**src/rtl/c_tile_serializer.sv**
```systemverilog
// rtl/c_tile_serializer.sv - framed LSB-first serializer for one ROWS x COLS accumulator tile
//
// Ports:
//   clk, rst_n          system clock, asynchronous active-low reset
//   c_valid, c_ready    tile handshake; c_ready is high only while idle
//   c_tile              flattened tile, element (r,c) at [(r*COLS+c)*ACCW +: ACCW]
//   ser_en              bit-slot strobe; the serial state only moves when high
//   C_out_serial_data   registered serial data, row-major, LSB first
//   C_out_frame_sync    registered frame start marker, one slot before bit 0
//   busy                a frame is in progress
//   frame_done          one-cycle pulse after the last bit slot
module c_tile_serializer #(
    parameter int ACCW = 32,
    parameter int ROWS = 4,
    parameter int COLS = 4
) (
    input  logic                       clk,
    input  logic                       rst_n,
    input  logic                       c_valid,
    output logic                       c_ready,
    input  logic [ROWS*COLS*ACCW-1:0]  c_tile,
    input  logic                       ser_en,
    output logic                       C_out_serial_data,
    output logic                       C_out_frame_sync,
    output logic                       busy,
    output logic                       frame_done
);

    localparam int NEL = ROWS * COLS;
    localparam int NB  = NEL * ACCW;
    localparam int EW  = (NEL > 1)  ? $clog2(NEL)  : 1;
    localparam int BW  = (ACCW > 1) ? $clog2(ACCW) : 1;
    localparam int IW  = (NB > 1)   ? $clog2(NB)   : 1;

    typedef enum logic [1:0] {
        S_IDLE  = 2'd0,
        S_SYNC  = 2'd1,
        S_SHIFT = 2'd2,
        S_DONE  = 2'd3
    } state_t;

    state_t          state, state_nxt;
    logic [EW-1:0]   elem_cnt;
    logic [BW-1:0]   bit_cnt;
    logic [NB-1:0]   snap;
    logic            data_nxt, sync_nxt, done_nxt;
    logic            last_bit, elem_wrap;
    logic [IW-1:0]   bit_idx;

    assign c_ready   = (state == S_IDLE);
    assign busy      = (state != S_IDLE);
    assign elem_wrap = (bit_cnt == BW'(ACCW - 1));
    assign last_bit  = elem_wrap && (elem_cnt == EW'(NEL - 1));
    // Row-major element order matches the flattening of c_tile, so the
    // stream position is simply element*ACCW + bit.
    assign bit_idx   = IW'(elem_cnt) * IW'(ACCW) + IW'(bit_cnt);

    // Snapshot is taken at the handshake so upstream is free afterwards.
    always_ff @(posedge clk) begin
        if (c_valid && c_ready) begin
            snap <= c_tile;
        end
    end

    // State register
    always_ff @(posedge clk or negedge rst_n) begin
        if (!rst_n) begin
            state <= S_IDLE;
        end else begin
            state <= state_nxt;
        end
    end

    // Next-state logic; acceptance in IDLE ignores ser_en.
    always_comb begin
        state_nxt = state;
        case (state)
            S_IDLE:  if (c_valid)             state_nxt = S_SYNC;
            S_SYNC:  if (ser_en)              state_nxt = S_SHIFT;
            S_SHIFT: if (ser_en && last_bit)  state_nxt = S_DONE;
            S_DONE:  if (ser_en)              state_nxt = S_IDLE;
            default:                          state_nxt = S_IDLE;
        endcase
    end

    // Output logic: next values for the registered serial outputs.
    // Without ser_en the data/sync registers hold; frame_done always self-clears.
    always_comb begin
        data_nxt = C_out_serial_data;
        sync_nxt = C_out_frame_sync;
        done_nxt = 1'b0;
        if (ser_en) begin
            case (state)
                S_SYNC: begin
                    data_nxt = 1'b0;
                    sync_nxt = 1'b1;
                end
                S_SHIFT: begin
                    data_nxt = snap[bit_idx];
                    sync_nxt = 1'b0;
                end
                S_DONE: begin
                    data_nxt = 1'b0;
                    sync_nxt = 1'b0;
                    done_nxt = 1'b1;
                end
                default: ;
            endcase
        end
    end

    always_ff @(posedge clk or negedge rst_n) begin
        if (!rst_n) begin
            C_out_serial_data <= 1'b0;
            C_out_frame_sync  <= 1'b0;
            frame_done        <= 1'b0;
        end else begin
            C_out_serial_data <= data_nxt;
            C_out_frame_sync  <= sync_nxt;
            frame_done        <= done_nxt;
        end
    end

    // Element/bit counters: cleared on the sync slot, stepped per shift slot.
    always_ff @(posedge clk or negedge rst_n) begin
        if (!rst_n) begin
            elem_cnt <= '0;
            bit_cnt  <= '0;
        end else if (ser_en) begin
            if (state == S_SYNC) begin
                elem_cnt <= '0;
                bit_cnt  <= '0;
            end else if (state == S_SHIFT) begin
                if (elem_wrap) begin
                    bit_cnt  <= '0;
                    elem_cnt <= elem_cnt + EW'(1);
                end else begin
                    bit_cnt  <= bit_cnt + BW'(1);
                end
            end
        end
    end

endmodule
```
**config.mk**
```make
export PLATFORM = sky130hd
export DESIGN_NAME = c_tile_serializer
export DESIGN_NICKNAME = d
export VERILOG_FILES = /design/src/rtl/c_tile_serializer.sv
export SDC_FILE = /design/constraint.sdc
export NUM_CORES = 1
export LEC_CHECK = 0
export ABC_AREA = 1
export BUFFER_PORTS_ARGS = -buffer_cell sky130_fd_sc_hd__buf_4
export CAP_MARGIN = 20
export CORE_ASPECT_RATIO = 1.4
export CORE_UTILIZATION = 47
export CTS_CLUSTER_DIAMETER = 40
export DETAILED_ROUTE_END_ITERATION = 10
export GPL_ROUTABILITY_DRIVEN = 0
export PLACE_DENSITY_LB_ADDON = 0.08
export SLEW_MARGIN = 20
export SYNTH_ARGS = -nofsm -noshare
export SYNTH_HDL_FRONTEND = slang
export SYNTH_SLANG_ARGS = --single-unit
```
**constraint.sdc**
```tcl
create_clock -name clk -period 21.5 [get_ports clk]
set_input_delay 6.45 -clock clk [delete_from_list [all_inputs] [get_ports clk]]
set_output_delay 6.45 -clock clk [all_outputs]
set_load 0.01 [all_outputs]
```
==> results.sh, run 1 <==
export IMPL_outcome="finished clean"
export IMPL_maxSlewViolCount=0
export IMPL_final_cells=2892
export IMPL_h_tree_depth=2
export IMPL_synthMuxAreaShare_pct=0
export IMPL_synth_compound_area_share_pct=2.46
export IMPL_place_inst=2774
export IMPL_hpwl_mm=43.1
export IMPL_whs_path_depth=2
export IMPL_end_kind="flop"
export IMPL_grt_pass1_vias=14948
export IMPL_postCtsHoldBufs=0
export IMPL_yosys_warnings=0
export IMPL_r2r_cells=14
export IMPL_fin_crit_sh_pct=42.0
export IMPL_finalSetupViolations=0
export IMPL_finalPower_mw=3.41
export IMPL_cts_sinks=526
export IMPL_synth_area_top_cells="edfxtp_1, nand2_1, nand3_1, a21oi_1, dfrtp_1"
export IMPL_dieArea_sq_um=46200
export IMPL_core_sq_um=44900
export IMPL_max_freq_mhz=111
export IMPL_tightest_slew_ns=1.04
export IMPL_ir_drop_mv=0.0932
export IMPL_fp_dieH_microns=254
export IMPL_slew_headroom_pct=30.5
export IMPL_nFillCells=3745
export IMPL_synth_top_family_by_area="simple AND/OR/NAND/NOR gates"
export IMPL_power_leakage_nw=11.0
export IMPL_drv_cap=0
export IMPL_power_density_nw_per_um2=125
export IMPL_synthSimpleGateAreaFrac_pct=20.0
export IMPL_antenna_found_initial=17
export IMPL_ys_ff_latch=526
export IMPL_viasPerCell=5.27
export IMPL_fin_tns_setup_ns=0
export IMPL_cp_start_kind="input port"
export IMPL_fin_nets=2791
export IMPL_seqCellArea_sq_um=15700
export IMPL_drc=0
export IMPL_pin_count=521
export IMPL_crit_fanout=166
export IMPL_num_rows=92
export IMPL_synth_nets=2299
export IMPL_die_w_microns=182
export IMPL_cts_buffers=56
export IMPL_cts_root_buffer="clkbuf_16"
export IMPL_drive_above_1_share_pct=27.4
export IMPL_areaGrowthSynthToFinish_pct=28.1
export IMPL_grt_pass1_wl_mm=91.7
export IMPL_clk_latency_ns=0.60
export IMPL_post_cts_setup_buffers=0
export IMPL_totalWireLength_mm=63.9
export IMPL_port_buffers=520
export IMPL_worstPathArrival_ns=9.25
export IMPL_ant_nets=0
export IMPL_path_class="in -> reg"
export IMPL_finalClockSkew_ns=0.00950
export IMPL_hold_violations=0
export IMPL_clockBufferDepth=3
export IMPL_synthCells=1776
export IMPL_synth_xor_area_share_pct=0
export IMPL_worstPathRequired_ns=21.72
export IMPL_clk_pin_slew_worst_paths_ns=0.06
export IMPL_grt_setup_unrepaired="no"
export IMPL_multi_input_area_sq_um=4880
export IMPL_avgSynthCellArea_sq_um=12.0
export IMPL_cts_tree="built"
export IMPL_routedWlPerCell_microns=22.1
export IMPL_num_vias=15242
export IMPL_hold_path_class="reg -> reg"
export IMPL_synth_seq_area_share_pct=73.8
export IMPL_period_needed_ns=9.04
export IMPL_ctsResizeCount=0
export IMPL_synth_largest_area_cell="edfxtp_1"
export IMPL_grt_ovfl_total=0
export IMPL_drtPass1Iterations=7
export IMPL_synth_cell_types=29
export IMPL_grtUsageTotal_pct=27.4
export IMPL_synth_top_area_share_pct=72.1
export IMPL_grt_start_max_net_pins=167
export IMPL_syn_cell_area_sq_um=21300
export IMPL_start_util_pct=47.5
export IMPL_drtIter0Drc=1139
export IMPL_synthAdderAreaFrac_pct=0.411
## path summary, 6_finish.rpt
path | from | endpoint | slack, ns
min | C_out_frame_sync$_DFFE_PN0P_ | C_out_frame_sync$_DFFE_PN0P_ | 0.50
min in group asynchronous | rst_n | frame_done$_DFF_PN0_ | 5.71
max reg2reg | bit_cnt[1]$_DFFE_PN0P_ | C_out_serial_data$_DFFE_PN0P_ | 17.57
max | c_valid | snap[49]$_DFFE_PP_ | 12.46
min reg2reg | C_out_frame_sync$_DFFE_PN0P_ | C_out_frame_sync$_DFFE_PN0P_ | 0.50
max in group asynchronous | rst_n | bit_cnt[0]$_DFFE_PN0P_ | 15.58
## synthesized netlist by cell type
library cell,count
o221ai_1,1
a21oi_1,71
nand2_4,1
inv_4,1
nand2_1,698
buf_2,47
buf_1,5
inv_1,14
o22ai_1,1
nor2_1,6
nand3_1,313
a31oi_1,1
o31ai_1,1
nand4_1,1
ha_1,7
inv_2,2
buf_6,10
nor2_4,1
nor3_1,5
dfrtp_1,14
edfxtp_1,512
a21boi_0,7
clkbuf_1,7
o211ai_1,7
o21ai_0,7
clkinv_2,1
clkinv_1,2
buf_4,32
nor4_1,1
## cell families (layout without fill, tap and decap cells)
| group | Yosys count | count (layout) |
|---|---|---|
| buffers and inverters | 121 | 657 |
| other | 0 | 16 |
| AND/OR/NAND/NOR | 1026 | 1026 |
| adder cells (fa/ha/maj) | 7 | 7 |
| flip-flops | 526 | 526 |
| AO/OA/AOI/OAI | 96 | 96 |
## registers in the layout (all words and copies together), names as in the netlist
| signal | count |
|---|---|
| C_out_serial_data | 1 |
| snap | 512 |
| state | 2 |
| C_out_frame_sync | 1 |
| elem_cnt | 4 |
| bit_cnt | 5 |
| frame_done | 1 |
## report_power, final
group	switching (mW)	total (mW)	leakage, nW	internal [mW]
clock network	0.400	0.958	0.895	0.557
registers	0.0831	1.40	4.85	1.31
logic	0.741	1.06	5.27	0.317
total	1.22	3.41	11.0	2.19
## cell usage in the layout, fill, tap and decap left out, types with 2 or more instances in the layout
cell type   instances
clkinv_2           16
clkinv_4            3
dfrtp_1            11
inv_8               2
inv_6               2
clkinv_1           13
ha_1                7
clkinv_8            2
nor3_1              5
nand3_1           313
buf_4             534
bufinv_16           6
dfrtp_4             2
a21oi_1            71
o211ai_1            7
clkinvlp_4          4
clkbuf_1            4
clkbuf_16          57
inv_1              12
a21boi_0            7
nand2_1           698
diode_2            16
o21ai_0             7
edfxtp_1          512
nor2_1              6
## critical path: stages
cell,delay (ns)
buf_4,0.08
nand2_1,0.13
clkinv_8,0.51
buf_4,0.90
buf_4,0.87
## stage by stage
| stage | area [sq um] | setup WS, ns | hold slack (ns) | util, % |
|---|---|---|---|---|
| floorplan | 21300 | 4.24 | 0.516 | - |
| global placement | 25400 | 11.73 | 0.472 | 56.6 |
| detailed placement | 25400 | 11.64 | 0.478 | 56.7 |
| CTS | 27300 | 12.29 | 0.495 | 60.7 |
| global route | 27300 | 12.32 | 0.517 | 60.8 |
| finish | 27300 | 12.46 | 0.498 | 60.9 |
## final cells by class
class	instances	share of cell area (%)
repair buffers	535	14.7
well taps	564	2.58
clock inverters	41	1.42
diodes	16	0.147
flip-flops and latches	526	57.6
inverters	20	0.362
clock buffers	61	5.28
multi-input cells	1129	17.9
## routing by layer
| layer | track usage, % | share of wire, % | vias up |
|---|---|---|---|
| li1 | - | - | 7223 |
| met1 | 32.0 | 37 | 7261 |
| met2 | 47.2 | 51 | 635 |
| met3 | 7.18 | 8.4 | 121 |
| met4 | 12.8 | 3.8 | 2 |
| met5 | 0 | 0.013 | - |
(Power assumes the default switching activity.)
==> run 2: changes to the inputs <==
==> constraint.sdc (replaced) <==
create_clock -name clk -period 8.18 [get_ports clk]
set_input_delay 2.454 -clock clk [delete_from_list [all_inputs] [get_ports clk]]
set_output_delay 2.454 -clock clk [all_outputs]
set_load 0.01 [all_outputs]
==> results.sh, run 2 (synthesized netlist as in run 1, its figures left out) <==
export IMPL_num_rows=92
export IMPL_clk_pin_slew_worst_paths_ns=0.06
export IMPL_drv_cap=0
export IMPL_final_cells=2902
export IMPL_hold_path_class="reg -> reg"
export IMPL_drtPass1Iterations=5
export IMPL_crit_fanout=5
export IMPL_cp_start_kind="flop"
export IMPL_grt_start_max_net_pins=193
export IMPL_path_class="reg -> out"
export IMPL_fin_tns_setup_ns=0
export IMPL_power_leakage_nw=11.1
export IMPL_largest_reg_flops=512
export IMPL_final_util_pct=61.2
export IMPL_setup_ws_ns=3.96
export IMPL_dp_slack_ns=3.45
export IMPL_regMostFlops="snap"
export IMPL_postCtsHoldBufs=0
export IMPL_cts_root_buffer="clkbuf_16"
export IMPL_dieArea_sq_um=46200
export IMPL_antenna_found_initial=22
export IMPL_final_area_sq_um=27500
export IMPL_cp_startpoint="state[0]$_DFFE_PN0P_"
export IMPL_finalPower_mw=9.09
export IMPL_maxSlewViolCount=0
export IMPL_fin_nets=2793
export IMPL_hold_ws_ns=0.492
export IMPL_worstPathArrival_ns=1.77
export IMPL_ir_drop_mv=0.272
export IMPL_clk_latency_ns=0.61
export IMPL_fp_dieH_microns=254
export IMPL_grt_setup_unrepaired="no"
export IMPL_reg_top3="snap: 512 flops, bit_cnt: 5 flops, elem_cnt: 4 flops"
export IMPL_grt_ovfl_total=0
export IMPL_grtUsageTotal_pct=27.2
export IMPL_totalWireLength_mm=64.0
export IMPL_drive_above_1_share_pct=27.6
export IMPL_port_buffers=520
export IMPL_power_density_nw_per_um2=331
export IMPL_hpwl_mm=42.9
export IMPL_dpl_cell_area_sq_um=25500
export IMPL_max_freq_mhz=237
export IMPL_core_sq_um=44900
export IMPL_drtIter0Drc=1319
export IMPL_r2r_start="bit_cnt[0]$_DFFE_PN0P_"
export IMPL_cts_tree="built"
export IMPL_place_inst=2774
export IMPL_slew_headroom_pct=21.7
export IMPL_final_common_cell="nand2_1"
export IMPL_ctsResizeCount=0
export IMPL_routedWlPerCell_microns=22.1
export IMPL_grt_pass1_wl_mm=91.0
export IMPL_tightest_slew_ns=1.17
export IMPL_areaGrowthSynthToFinish_pct=28.9
export IMPL_cts_sinks=526
export IMPL_num_vias=15307
export IMPL_outcome="finished clean"
export IMPL_drc=0
export IMPL_die_w_microns=182
export IMPL_worstPathRequired_ns=5.73
export IMPL_end_kind="output port"
export IMPL_start_util_pct=47.5
export IMPL_post_cts_setup_buffers=0
export IMPL_finalSetupViolations=0
export IMPL_h_tree_depth=2
export IMPL_period_needed_ns=4.22
export IMPL_pin_count=521
export IMPL_finalClockSkew_ns=0.0165
export IMPL_layout_common_cells="nand2_1, buf_4, edfxtp_1"
export IMPL_min_from="C_out_serial_data$_DFFE_PN0P_"
export IMPL_cts_buffers=58
export IMPL_viasPerCell=5.27
export IMPL_fin_crit_sh_pct=51.6
export IMPL_ant_nets=0
export IMPL_grt_pass1_vias=15125
export IMPL_hold_violations=0
export IMPL_clockBufferDepth=3
-- run 2: cell types whose count changed in the layout (fill, tap and decap cells not counted), sizes merged --
cell / change
clkinv: -7
clkbuf: +11
inv: +4
bufinv: -1
diode: +3
-- run 2: worst max-delay path, cell delays in order (launching register included) --
cell,delay (ns)
dfrtp_1,0.40
inv_1,0.11
ha_1,0.38
inv_1,0.10
buf_4,0.16
-- run 2: cell type report --
type | instances | area, sq um
Antenna cell | 19 | 47.5
Clock buffer | 72 | 1580
Clock inverter | 37 | 355
Fill cell | 3705 | 17400
Inverter | 20 | 90.1
Multi-Input combinational cell | 1129 | 4900
Sequential cell | 526 | 15700
Tap cell | 564 | 706
Timing Repair Buffer | 535 | 4070
-- run 2: power breakdown --
| part | internal (mW) | total [mW] | switching [mW] |
|---|---|---|---|
| Clock | 1.54 | 2.63 | 1.09 |
| Combinational | 0.849 | 2.77 | 1.92 |
| Sequential | 3.45 | 3.69 | 0.239 |
| Total | 5.84 | 9.09 | 3.25 |
-- run 2: per-layer routing --
layer  up-vias  track usage, %  wire [microns]
met4         6            13.7            2680
met3       129            7.54            5340
li1       7236               -               -
met1      7294            31.5           23500
met5         -               0              32
met2       642            46.3           32400
-- run 2: path summary, 6_finish.rpt --
path	slack, ns	cells after the start	end
setup / recovery	3.96	4	busy
hold / removal	0.49	2	C_out_serial_data$_DFFE_PN0P_
setup reg to reg	4.24	14	C_out_serial_data$_DFFE_PN0P_
hold reg to reg	0.49	2	C_out_serial_data$_DFFE_PN0P_
max in group asynchronous	6.27	1	bit_cnt[0]$_DFFE_PN0P_
min in group asynchronous	1.69	1	frame_done$_DFF_PN0_
==> run 3: changes to the inputs <==
--- a/config.mk
+++ b/config.mk
@@ -5,7 +5,7 @@
 export SDC_FILE = /design/constraint.sdc
 export NUM_CORES = 1
 export LEC_CHECK = 0
-export ABC_AREA = 1
+export ABC_AREA = 0
 export BUFFER_PORTS_ARGS = -buffer_cell sky130_fd_sc_hd__buf_4
 export CAP_MARGIN = 20
 export CORE_ASPECT_RATIO = 1.4
==> constraint.sdc (replaced) <==
create_clock -name clk -period 4.2 [get_ports clk]
set_input_delay 1.26 -clock clk [delete_from_list [all_inputs] [get_ports clk]]
set_output_delay 1.26 -clock clk [all_outputs]
set_load 0.01 [all_outputs]
==> results.sh, run 3 <==
export IMPL_outcome="finished clean"
export IMPL_worstPathArrival_ns=3.67
export IMPL_cts_root_buffer="clkbuf_16"
export IMPL_synth_area_top_cells="edfxtp_1, mux4_2, mux2i_1, dfrtp_1, o221ai_1"
export IMPL_finalClockSkew_ns=0.0200
export IMPL_yosys_warnings=0
export IMPL_grt_pass1_vias=12447
export IMPL_num_vias=11598
export IMPL_dieArea_sq_um=44200
export IMPL_synth_common_cells="edfxtp_1, mux4_2, mux2i_1"
export IMPL_routedWlPerCell_microns=27.0
export IMPL_hold_path_class="reg -> reg"
export IMPL_fp_dieH_microns=248
export IMPL_slew_headroom_pct=48.5
export IMPL_drv_cap=0
export IMPL_crit_fanout=32
export IMPL_cp_startpoint="bit_cnt[0]$_DFFE_PN0P_"
export IMPL_grt_pass1_wl_mm=79.6
export IMPL_dpl_cell_area_sq_um=24900
export IMPL_post_cts_setup_buffers=0
export IMPL_r2r_cells=6
export IMPL_hold_violations=0
export IMPL_start_util_pct=48.0
export IMPL_grtUsageTotal_pct=25.6
export IMPL_synth_seq_area_share_pct=77.2
export IMPL_synthCells=952
export IMPL_synth_top_area_share_pct=75.5
export IMPL_finalSetupViolations=0
export IMPL_final_cells=2101
export IMPL_tightest_slew_ns=0.769
export IMPL_final_common_cell="buf_4"
export IMPL_synth_most_common_cell="edfxtp_1"
export IMPL_cts_buffers=56
export IMPL_fin_nets=2027
export IMPL_clk_latency_ns=0.59
export IMPL_areaGrowthSynthToFinish_pct=31.0
export IMPL_core_sq_um=42400
export IMPL_maxSlewViolCount=0
export IMPL_cp_endpoint="C_out_serial_data$_DFFE_PN0P_"
export IMPL_r2r_start="bit_cnt[0]$_DFFE_PN0P_"
export IMPL_cts_tree="built"
export IMPL_power_leakage_nw=9.68
export IMPL_ys_ff_latch=526
export IMPL_rr_endpoint="C_out_serial_data$_DFFE_PN0P_"
export IMPL_synth_edff_count=512
export IMPL_viasPerCell=5.52
export IMPL_port_buffers=520
export IMPL_period_needed_ns=3.22
export IMPL_drtIter0Drc=895
export IMPL_hold_ws_ns=0.479
export IMPL_end_kind="flop"
export IMPL_drc=0
export IMPL_synth_cell_types=47
export IMPL_seqCellArea_sq_um=15700
export IMPL_drtPass1Iterations=5
export IMPL_reg_top3="snap: 512 flops, bit_cnt: 5 flops, elem_cnt: 4 flops"
export IMPL_regMostFlops="snap"
export IMPL_place_inst=1992
export IMPL_ys_flop_type="edfxtp_1"
export IMPL_drive_above_1_share_pct=48.6
export IMPL_num_rows=89
export IMPL_clockBufferDepth=3
export IMPL_antenna_found_initial=6
export IMPL_nFillCells=3007
export IMPL_grt_start_max_net_pins=100
export IMPL_h_tree_depth=2
export IMPL_r2r_setup_slack_ns=0.98
export IMPL_ctsResizeCount=0
export IMPL_clk_pin_slew_worst_paths_ns=0.06
export IMPL_grt_ovfl_total=0
export IMPL_final_area_sq_um=26700
export IMPL_die_w_microns=178
export IMPL_totalWireLength_mm=56.7
export IMPL_postCtsHoldBufs=0
export IMPL_layout_common_cells="buf_4, edfxtp_1, mux4_2"
export IMPL_avgSynthCellArea_sq_um=21.4
export IMPL_multi_input_area_sq_um=4320
export IMPL_ant_nets=0
export IMPL_synth_nets=1475
export IMPL_synth_largest_area_cell="edfxtp_1"
export IMPL_ir_drop_mv=0.421
export IMPL_power_density_nw_per_um2=597
export IMPL_fin_crit_sh_pct=76.6
export IMPL_async_reset_ff_share_pct=2.66
export IMPL_pin_count=521
export IMPL_max_freq_mhz=311
export IMPL_hpwl_mm=42.8
export IMPL_cp_start_kind="flop"
export IMPL_syn_cell_area_sq_um=20400
export IMPL_worstPathRequired_ns=4.65
export IMPL_path_class="reg -> reg"
export IMPL_largest_reg_flops=512
export IMPL_cts_sinks=526
export IMPL_grt_setup_unrepaired="no"
==> run 3: cell types whose count changed after synthesis, moves of 7 or more <==
cell      before  now
nand3_1      313    8
buf_4         32    7
o21ai_0        7   18
a22oi_1        0   13
mux4_2         0  111
clkbuf_1       7   19
nand2_1      698   30
buf_2         47    9
o22ai_1        1   11
a21oi_1       71   14
o221ai_1       1   18
a21boi_0       7    0
mux2i_1        0   51
==> run 3: worst min path at each step <==
stage | startpoint | to | slack [ns] | cells past startpoint
after floorplan | C_out_frame_sync$_DFFE_PN0P_ | C_out_frame_sync$_DFFE_PN0P_ | 0.51 | 2
final | C_out_frame_sync$_DFFE_PN0P_ | C_out_frame_sync$_DFFE_PN0P_ | 0.48 | 2
after detailed placement | C_out_frame_sync$_DFFE_PN0P_ | C_out_frame_sync$_DFFE_PN0P_ | 0.47 | 2
after CTS | C_out_frame_sync$_DFFE_PN0P_ | C_out_frame_sync$_DFFE_PN0P_ | 0.48 | 2
after global routing | rst_n | bit_cnt[4]$_DFFE_PN0P_ | 0.52 | 1
after global placement | C_out_frame_sync$_DFFE_PN0P_ | C_out_frame_sync$_DFFE_PN0P_ | 0.47 | 2
==> run 3: kinds of logic after synthesis <==
| group | count (synthesis) | share of synthesized area [%] |
|---|---|---|
| flops | 526 | 77.2 |
| simple gates | 87 | 2.08 |
| mux | 165 | 15.0 |
| compound gates | 107 | 3.72 |
| fa+ha+maj | 7 | 0.430 |
| buf+inv | 60 | 1.59 |
==> run 3: report_power, final <==
group          internal [mW]  total [mW]  switching [mW]
logic                   1.92        4.14            2.22
registers               6.83        7.20           0.368
clock network           2.55        4.60            2.05
total                   11.3        15.9            4.64
==> run 3: area by class of cell <==
type	count	share of cell area [%]
Antenna cell	5	0.0469
Multi-Input combinational cell	366	16.2
Tap cell	546	2.56
Timing Repair Buffer	544	15.6
Inverter	10	0.141
Clock buffer	66	5.39
Clock inverter	38	1.06
Sequential cell	526	59.0
==> run 3: worst max-delay path: stages, from the launching register on <==
cell	delay, ns
dfrtp_4	0.71
buf_12	0.31
mux4_2	0.54
mux4_2	0.51
a211oi_1	0.43
o41ai_1	0.15
or3_1	0.39
==> run 3: metrics by stage <==
step	utilization, %	power (mW)	setup WS [ns]	TNS (ns)
2_1_floorplan	-	10.0	-1.05	-537.75
3_3_place_gp	58.8	11.5	1.01	0
3_5_place_dp	58.8	11.5	0.994	0
4_1_cts	62.9	16.1	0.979	0
5_1_grt	62.9	16.6	0.887	0
6_report	62.9	15.9	0.983	0
==> run 3: layer usage <==
metal / vias up / part of all wire (%) / global-route usage, %
met5: - / 0.030 / 0
met4: 2 / 2.6 / 8.02
met3: 85 / 7.7 / 6.17
met2: 487 / 55 / 46.6
met1: 5863 / 35 / 29.5
li1: 5161 / - / -
